$ cat config.mk
export PLATFORM = sky130hd
export DESIGN_NAME = hazard_ctrl
export DESIGN_NICKNAME = d
export VERILOG_FILES = /design/src/rtl/hazard_ctrl.sv
export SDC_FILE = /design/constraint.sdc
export NUM_CORES = 1
export LEC_CHECK = 0
export BUFFER_PORTS_ARGS = -buffer_cell sky130_fd_sc_hd__clkbuf_2
export CAP_MARGIN = 20
export CORE_MARGIN = 4
export CORE_UTILIZATION = 48
export DETAILED_ROUTE_END_ITERATION = 16
export PLACE_DENSITY = 0.92
export SLEW_MARGIN = 10
export SYNTH_ARGS = -nofsm -noshare
export SYNTH_HDL_FRONTEND = slang
export SYNTH_SLANG_ARGS = --single-unit
$ cat constraint.sdc
create_clock -name clk -period 4.95 [get_ports clk]
set_clock_uncertainty 0.05 [all_clocks]
set_input_delay 0.99 -clock clk [delete_from_list [all_inputs] [get_ports clk]]
set_output_delay 0.99 -clock clk [all_outputs]
set_load 0.02 [all_outputs]
$ cat src/rtl/hazard_ctrl.sv
// hazard_ctrl: hazard detection, forwarding and sequencing control for the 5-stage RV32I pipeline
module hazard_ctrl #(
  parameter int CNT_W = 32
) (
  input  logic             clk,
  input  logic             rst,
  input  logic [31:0]      instD,
  input  logic [31:0]      instX,
  input  logic [31:0]      instM,
  input  logic [31:0]      instW,
  input  logic             br_taken_X,
  input  logic             jal_D,
  output logic [2:0]       pc_sel,
  output logic             stall_F,
  output logic             stall_D,
  output logic             kill_D,
  output logic             bubble_X,
  output logic [1:0]       fwdA_X,
  output logic [1:0]       fwdB_X,
  output logic             byp1_D,
  output logic             byp2_D,
  output logic             vld_X,
  output logic             vld_M,
  output logic             vld_W,
  output logic [CNT_W-1:0] stall_cnt,
  output logic [CNT_W-1:0] flush_cnt
);
  localparam logic [6:0] OP_LUI    = 7'b0110111;
  localparam logic [6:0] OP_AUIPC  = 7'b0010111;
  localparam logic [6:0] OP_JAL    = 7'b1101111;
  localparam logic [6:0] OP_JALR   = 7'b1100111;
  localparam logic [6:0] OP_BRANCH = 7'b1100011;
  localparam logic [6:0] OP_LOAD   = 7'b0000011;
  localparam logic [6:0] OP_STORE  = 7'b0100011;
  localparam logic [6:0] OP_IMM    = 7'b0010011;
  localparam logic [6:0] OP_OP     = 7'b0110011;
  localparam logic [2:0] PC_PLUS4 = 3'd0;
  localparam logic [2:0] PC_ALU   = 3'd1;
  localparam logic [2:0] PC_HOLD  = 3'd2;
  localparam logic [2:0] PC_JAL   = 3'd3;
  function automatic logic writes_rd(input logic [6:0] op);
    return op inside {OP_LUI, OP_AUIPC, OP_JAL, OP_JALR, OP_IMM, OP_OP, OP_LOAD};
  endfunction
  function automatic logic uses_rs1(input logic [6:0] op);
    return op inside {OP_JALR, OP_BRANCH, OP_LOAD, OP_STORE, OP_IMM, OP_OP};
  endfunction
  function automatic logic uses_rs2(input logic [6:0] op);
    return op inside {OP_BRANCH, OP_STORE, OP_OP};
  endfunction
  logic v_d_q, v_d_d, v_x_q, v_x_d, v_m_q, v_m_d, v_w_q, v_w_d;
  logic [CNT_W-1:0] stall_cnt_q, stall_cnt_d, flush_cnt_q, flush_cnt_d;
  logic m_wr, w_wr, x_ld, lu, redir, jal_go;
  logic [4:0] rs1_d, rs2_d, rs1_x, rs2_x, rd_x, rd_m, rd_w;
  logic use1_d, use2_d, use1_x, use2_x;
  logic unused_bits;
  assign unused_bits = ^{instD[31:25], instD[14:7], instX[31:25], instX[14:12], instM[31:12], instW[31:12]};
  // Field extraction and per-stage producer qualification; x0 is never a producer
  always_comb begin
    rs1_d  = instD[19:15];
    rs2_d  = instD[24:20];
    rs1_x  = instX[19:15];
    rs2_x  = instX[24:20];
    rd_x   = instX[11:7];
    rd_m   = instM[11:7];
    rd_w   = instW[11:7];
    use1_d = uses_rs1(instD[6:0]);
    use2_d = uses_rs2(instD[6:0]);
    use1_x = uses_rs1(instX[6:0]);
    use2_x = uses_rs2(instX[6:0]);
    x_ld   = v_x_q && instX[6:0] == OP_LOAD && rd_x != 5'd0;
    m_wr   = v_m_q && writes_rd(instM[6:0]) && rd_m != 5'd0;
    w_wr   = v_w_q && writes_rd(instW[6:0]) && rd_w != 5'd0;
  end
  // Event detection: redirect beats load-use, load-use beats JAL
  always_comb begin
    redir  = br_taken_X && v_x_q;
    lu     = v_d_q && x_ld && ((use1_d && rs1_d == rd_x) || (use2_d && rs2_d == rd_x));
    jal_go = jal_D && v_d_q;
  end
  // PC-mux and pipeline-register controls from the winning event
  always_comb begin
    pc_sel   = redir ? PC_ALU : lu ? PC_HOLD : jal_go ? PC_JAL : PC_PLUS4;
    stall_F  = !redir && lu;
    stall_D  = !redir && lu;
    kill_D   = redir || (!lu && jal_go);
    bubble_X = redir || lu;
  end
  // Operand forwarding into X (M beats W) and regfile write-through bypass in D
  always_comb begin
    fwdA_X = !(v_x_q && use1_x) ? 2'd0 :
             (m_wr && rd_m == rs1_x) ? 2'd1 :
             (w_wr && rd_w == rs1_x) ? 2'd2 : 2'd0;
    fwdB_X = !(v_x_q && use2_x) ? 2'd0 :
             (m_wr && rd_m == rs2_x) ? 2'd1 :
             (w_wr && rd_w == rs2_x) ? 2'd2 : 2'd0;
    byp1_D = v_d_q && use1_d && w_wr && rd_w == rs1_d;
    byp2_D = v_d_q && use2_d && w_wr && rd_w == rs2_d;
  end
  // Next valid bits and event counters; counters wrap naturally
  always_comb begin
    v_d_d       = kill_D ? 1'b0 : stall_D ? v_d_q : 1'b1;
    v_x_d       = bubble_X ? 1'b0 : v_d_q;
    v_m_d       = v_x_q;
    v_w_d       = v_m_q;
    stall_cnt_d = stall_cnt_q + CNT_W'(stall_D);
    flush_cnt_d = flush_cnt_q + CNT_W'(kill_D);
  end
  // State register with asynchronous clear
  always_ff @(posedge clk or posedge rst) begin
    if (rst) begin
      v_d_q       <= 1'b0;
      v_x_q       <= 1'b0;
      v_m_q       <= 1'b0;
      v_w_q       <= 1'b0;
      stall_cnt_q <= '0;
      flush_cnt_q <= '0;
    end else begin
      v_d_q       <= v_d_d;
      v_x_q       <= v_x_d;
      v_m_q       <= v_m_d;
      v_w_q       <= v_w_d;
      stall_cnt_q <= stall_cnt_d;
      flush_cnt_q <= flush_cnt_d;
    end
  end
  assign vld_X     = v_x_q;
  assign vld_M     = v_m_q;
  assign vld_W     = v_w_q;
  assign stall_cnt = stall_cnt_q;
  assign flush_cnt = flush_cnt_q;
endmodule

==> out/summary.txt <==
outcome: completed
Hold Crit Depth: 1
Post-CTS Resized: 0
WHS: 0.425 ns
Post-synth EDFFs: 0
Die X: 96.7 microns
unrepaired setup endpoints after global routing: no
GP Congestion: 0.940
Synthesis Warnings: 0
layout cell share with drive strength beyond 1: 0.320
Hold Vio Cnt, Final: 0
power density cells: 269 nW/um^2
crit start category: input pin
Max Freq: 257 MHz
FF-to-FF path depth: 10
vias per std cell: 5.55
crit path DAT: 2.85 ns
Clock Sinks: 68
vias in the first global route: 3535
post-route insts no fill: 620
final setup violating endpoints: 0
I/O pin total: 212
CP Capture Type: output port
worst r2r src: vld_X
All-Layer GR Usage: 0.218
Hold Path Class: reg2reg
hpwl dp: 8.00 mm
main combinational cell family by area after synthesis: simple AND/OR/NAND/NOR gates
Root Buffer: clkbuf_8
Slew @ Worst Pin: 0.985 ns
DR iter-0 viols: 142
Power, Total: 0.00128 W
commonest non-fill, non-tap cell in the layout: clkbuf_2
Slew Viols, Final: 0
Ant. Diodes: 0
worst-skew pair later-pin latency: 0.33 ns
NumNets Final: 649
Layout area overhead: 25.8%
Hold Path Origin: flush_cnt[31]
global-route wire length before repair: 17.0 mm
post-route setup slack: 1.06 ns
dominant synthesized flop cell: dfrtp_1
CP required: 3.91 ns
Initial Util: 0.491
initial antenna violation count: 0
max cap viols: 0
wire per inst: 16.0 microns
min Tclk post-route: 3.89 ns
worst-path maximum fanout: 4
remaining global-route overflow: 0
kind of critical path: in2out
Adder-Cell Fraction of Synth Area: 0.0132
pin count of the biggest net entering global routing: 38
Post-Synth Simple-Gate Area: 0.244
core area: 7690 sq um
Post-Synth XOR/XNOR Area: 0.232
# Post-CTS Setup Buffers: 0
Site Rows: 32
Bufs on Longest Clock Path: 2
Die H: 96.7 microns
Synth Register Bits: 68
post-synthesis async set-or-reset flop share: 1.00
Synth Area in Compound Gates: 0.0364
TritonCTS Buffers: 9
synth unique cells: 43
Worst-path clk slew: 0.07 ns
via count: 3443
mux cell area share after synthesis: 0
Final Cycle Share: 0.786
DRT antenna net count: 0
H-tree depth: 3
hold_buf cts: 0
total negative slack: 0 ns
syn nets: 504
synthesized area per cell: 10.3 sq um
gate count after technology mapping: 368
first drt pass iteration count: 4
Mapped Area: 3780 sq um
Placed Cells: 604
CP startpoint: instX[3]
die area: 9350 sq um
final wirelength: 9.94 mm
CTS tree: yes
Leakage Power: 2.31 nW
final routed DRC violation total: 0
PortBufs: 145
Max-Slew Margin vs Limit: 0.327
sequential-to-total area share from yosys stat: 0.450
dpl ws: 0.854 ns
commonest cells after routing, fill and taps aside: clkbuf_2, xnor2_1, dfrtp_1
VDD IR-drop max: 279 uV
## flip-flops by register name, indices dropped and copies added, names as in the netlist
signal / count
flush_cnt: 32
stall_cnt: 32
v_d_q: 1
vld_M: 1
vld_W: 1
vld_X: 1
## routing by layer
layer	vias up	global-route usage	wire length [microns]
met3	19	0.0505	737
met4	0	0.0724	157
met5	-	0	0
li1	1594	-	-
met2	148	0.342	4720
met1	1682	0.299	4320
## per-stage QoR
step	instance area [sq um]	utilization
after global routing	4750	0.618
after global placement	4570	0.595
final	4750	0.618
after floorplan	3780	-
after detailed placement	4570	0.595
after CTS	4750	0.618
## synth_stat cells (5+ instances only)
cell | instances | area [sq um]
xnor2_1 | 73 | 639
dfrtp_1 | 68 | 1700
nand3_1 | 30 | 150
xor2_1 | 27 | 236
nand2_1 | 24 | 90.1
nand4_1 | 24 | 150
nor2_1 | 15 | 56.3
and3_1 | 13 | 81.3
nor3_1 | 12 | 60.1
and4_1 | 8 | 70.1
nor4_1 | 8 | 50.1
clkbuf_1 | 7 | 26.3
inv_1 | 6 | 22.5
and2_1 | 5 | 31.3
nand4b_1 | 5 | 43.8
## path summary, 6_finish.rpt
| path | endpoint | slack (ns) |
|---|---|---|
| hold reg to reg | flush_cnt[31] | 0.42 |
| setup / recovery | fwdB_X[1] | 1.06 |
| hold / removal | flush_cnt[31] | 0.42 |
| max in group asynchronous | flush_cnt[21] | 3.24 |
| setup reg to reg | stall_cnt[26] | 1.79 |
| min in group asynchronous | flush_cnt[29] | 0.68 |
## report_power, final
part	total (W)	switching (W)	internal, W
combinational	0.000231	0.000141	0.0000907
sequential	0.000635	0.0000472	0.000588
clock	0.000413	0.000205	0.000208
total	0.00128	0.000393	0.000886
## critical path, cell delays in order
cell and delay (ns):
clkbuf_2 0.07, nand4b_1 0.30, a2111oi_0 0.91, nand4_1 0.15, nor3_1 0.21, clkbuf_2 0.20
## logic make-up after synthesis
| group | count (synthesis) |
|---|---|
| xor+xnor | 100 |
| simple gates | 158 |
| other cells | 1 |
| compound gates | 19 |
| fa+ha+maj | 4 |
| buf+inv | 18 |
| flops | 68 |
## final cells by class
type	instances	area [sq um]
Clock buffer	12	155
Clock inverter	4	23.8
Fill cell	648	2940
Inverter	6	22.5
Multi-Input combinational cell	282	1990
Sequential cell	68	1700
Tap cell	102	128
Timing Repair Buffer	146	733
(Power assumes the default switching activity.)
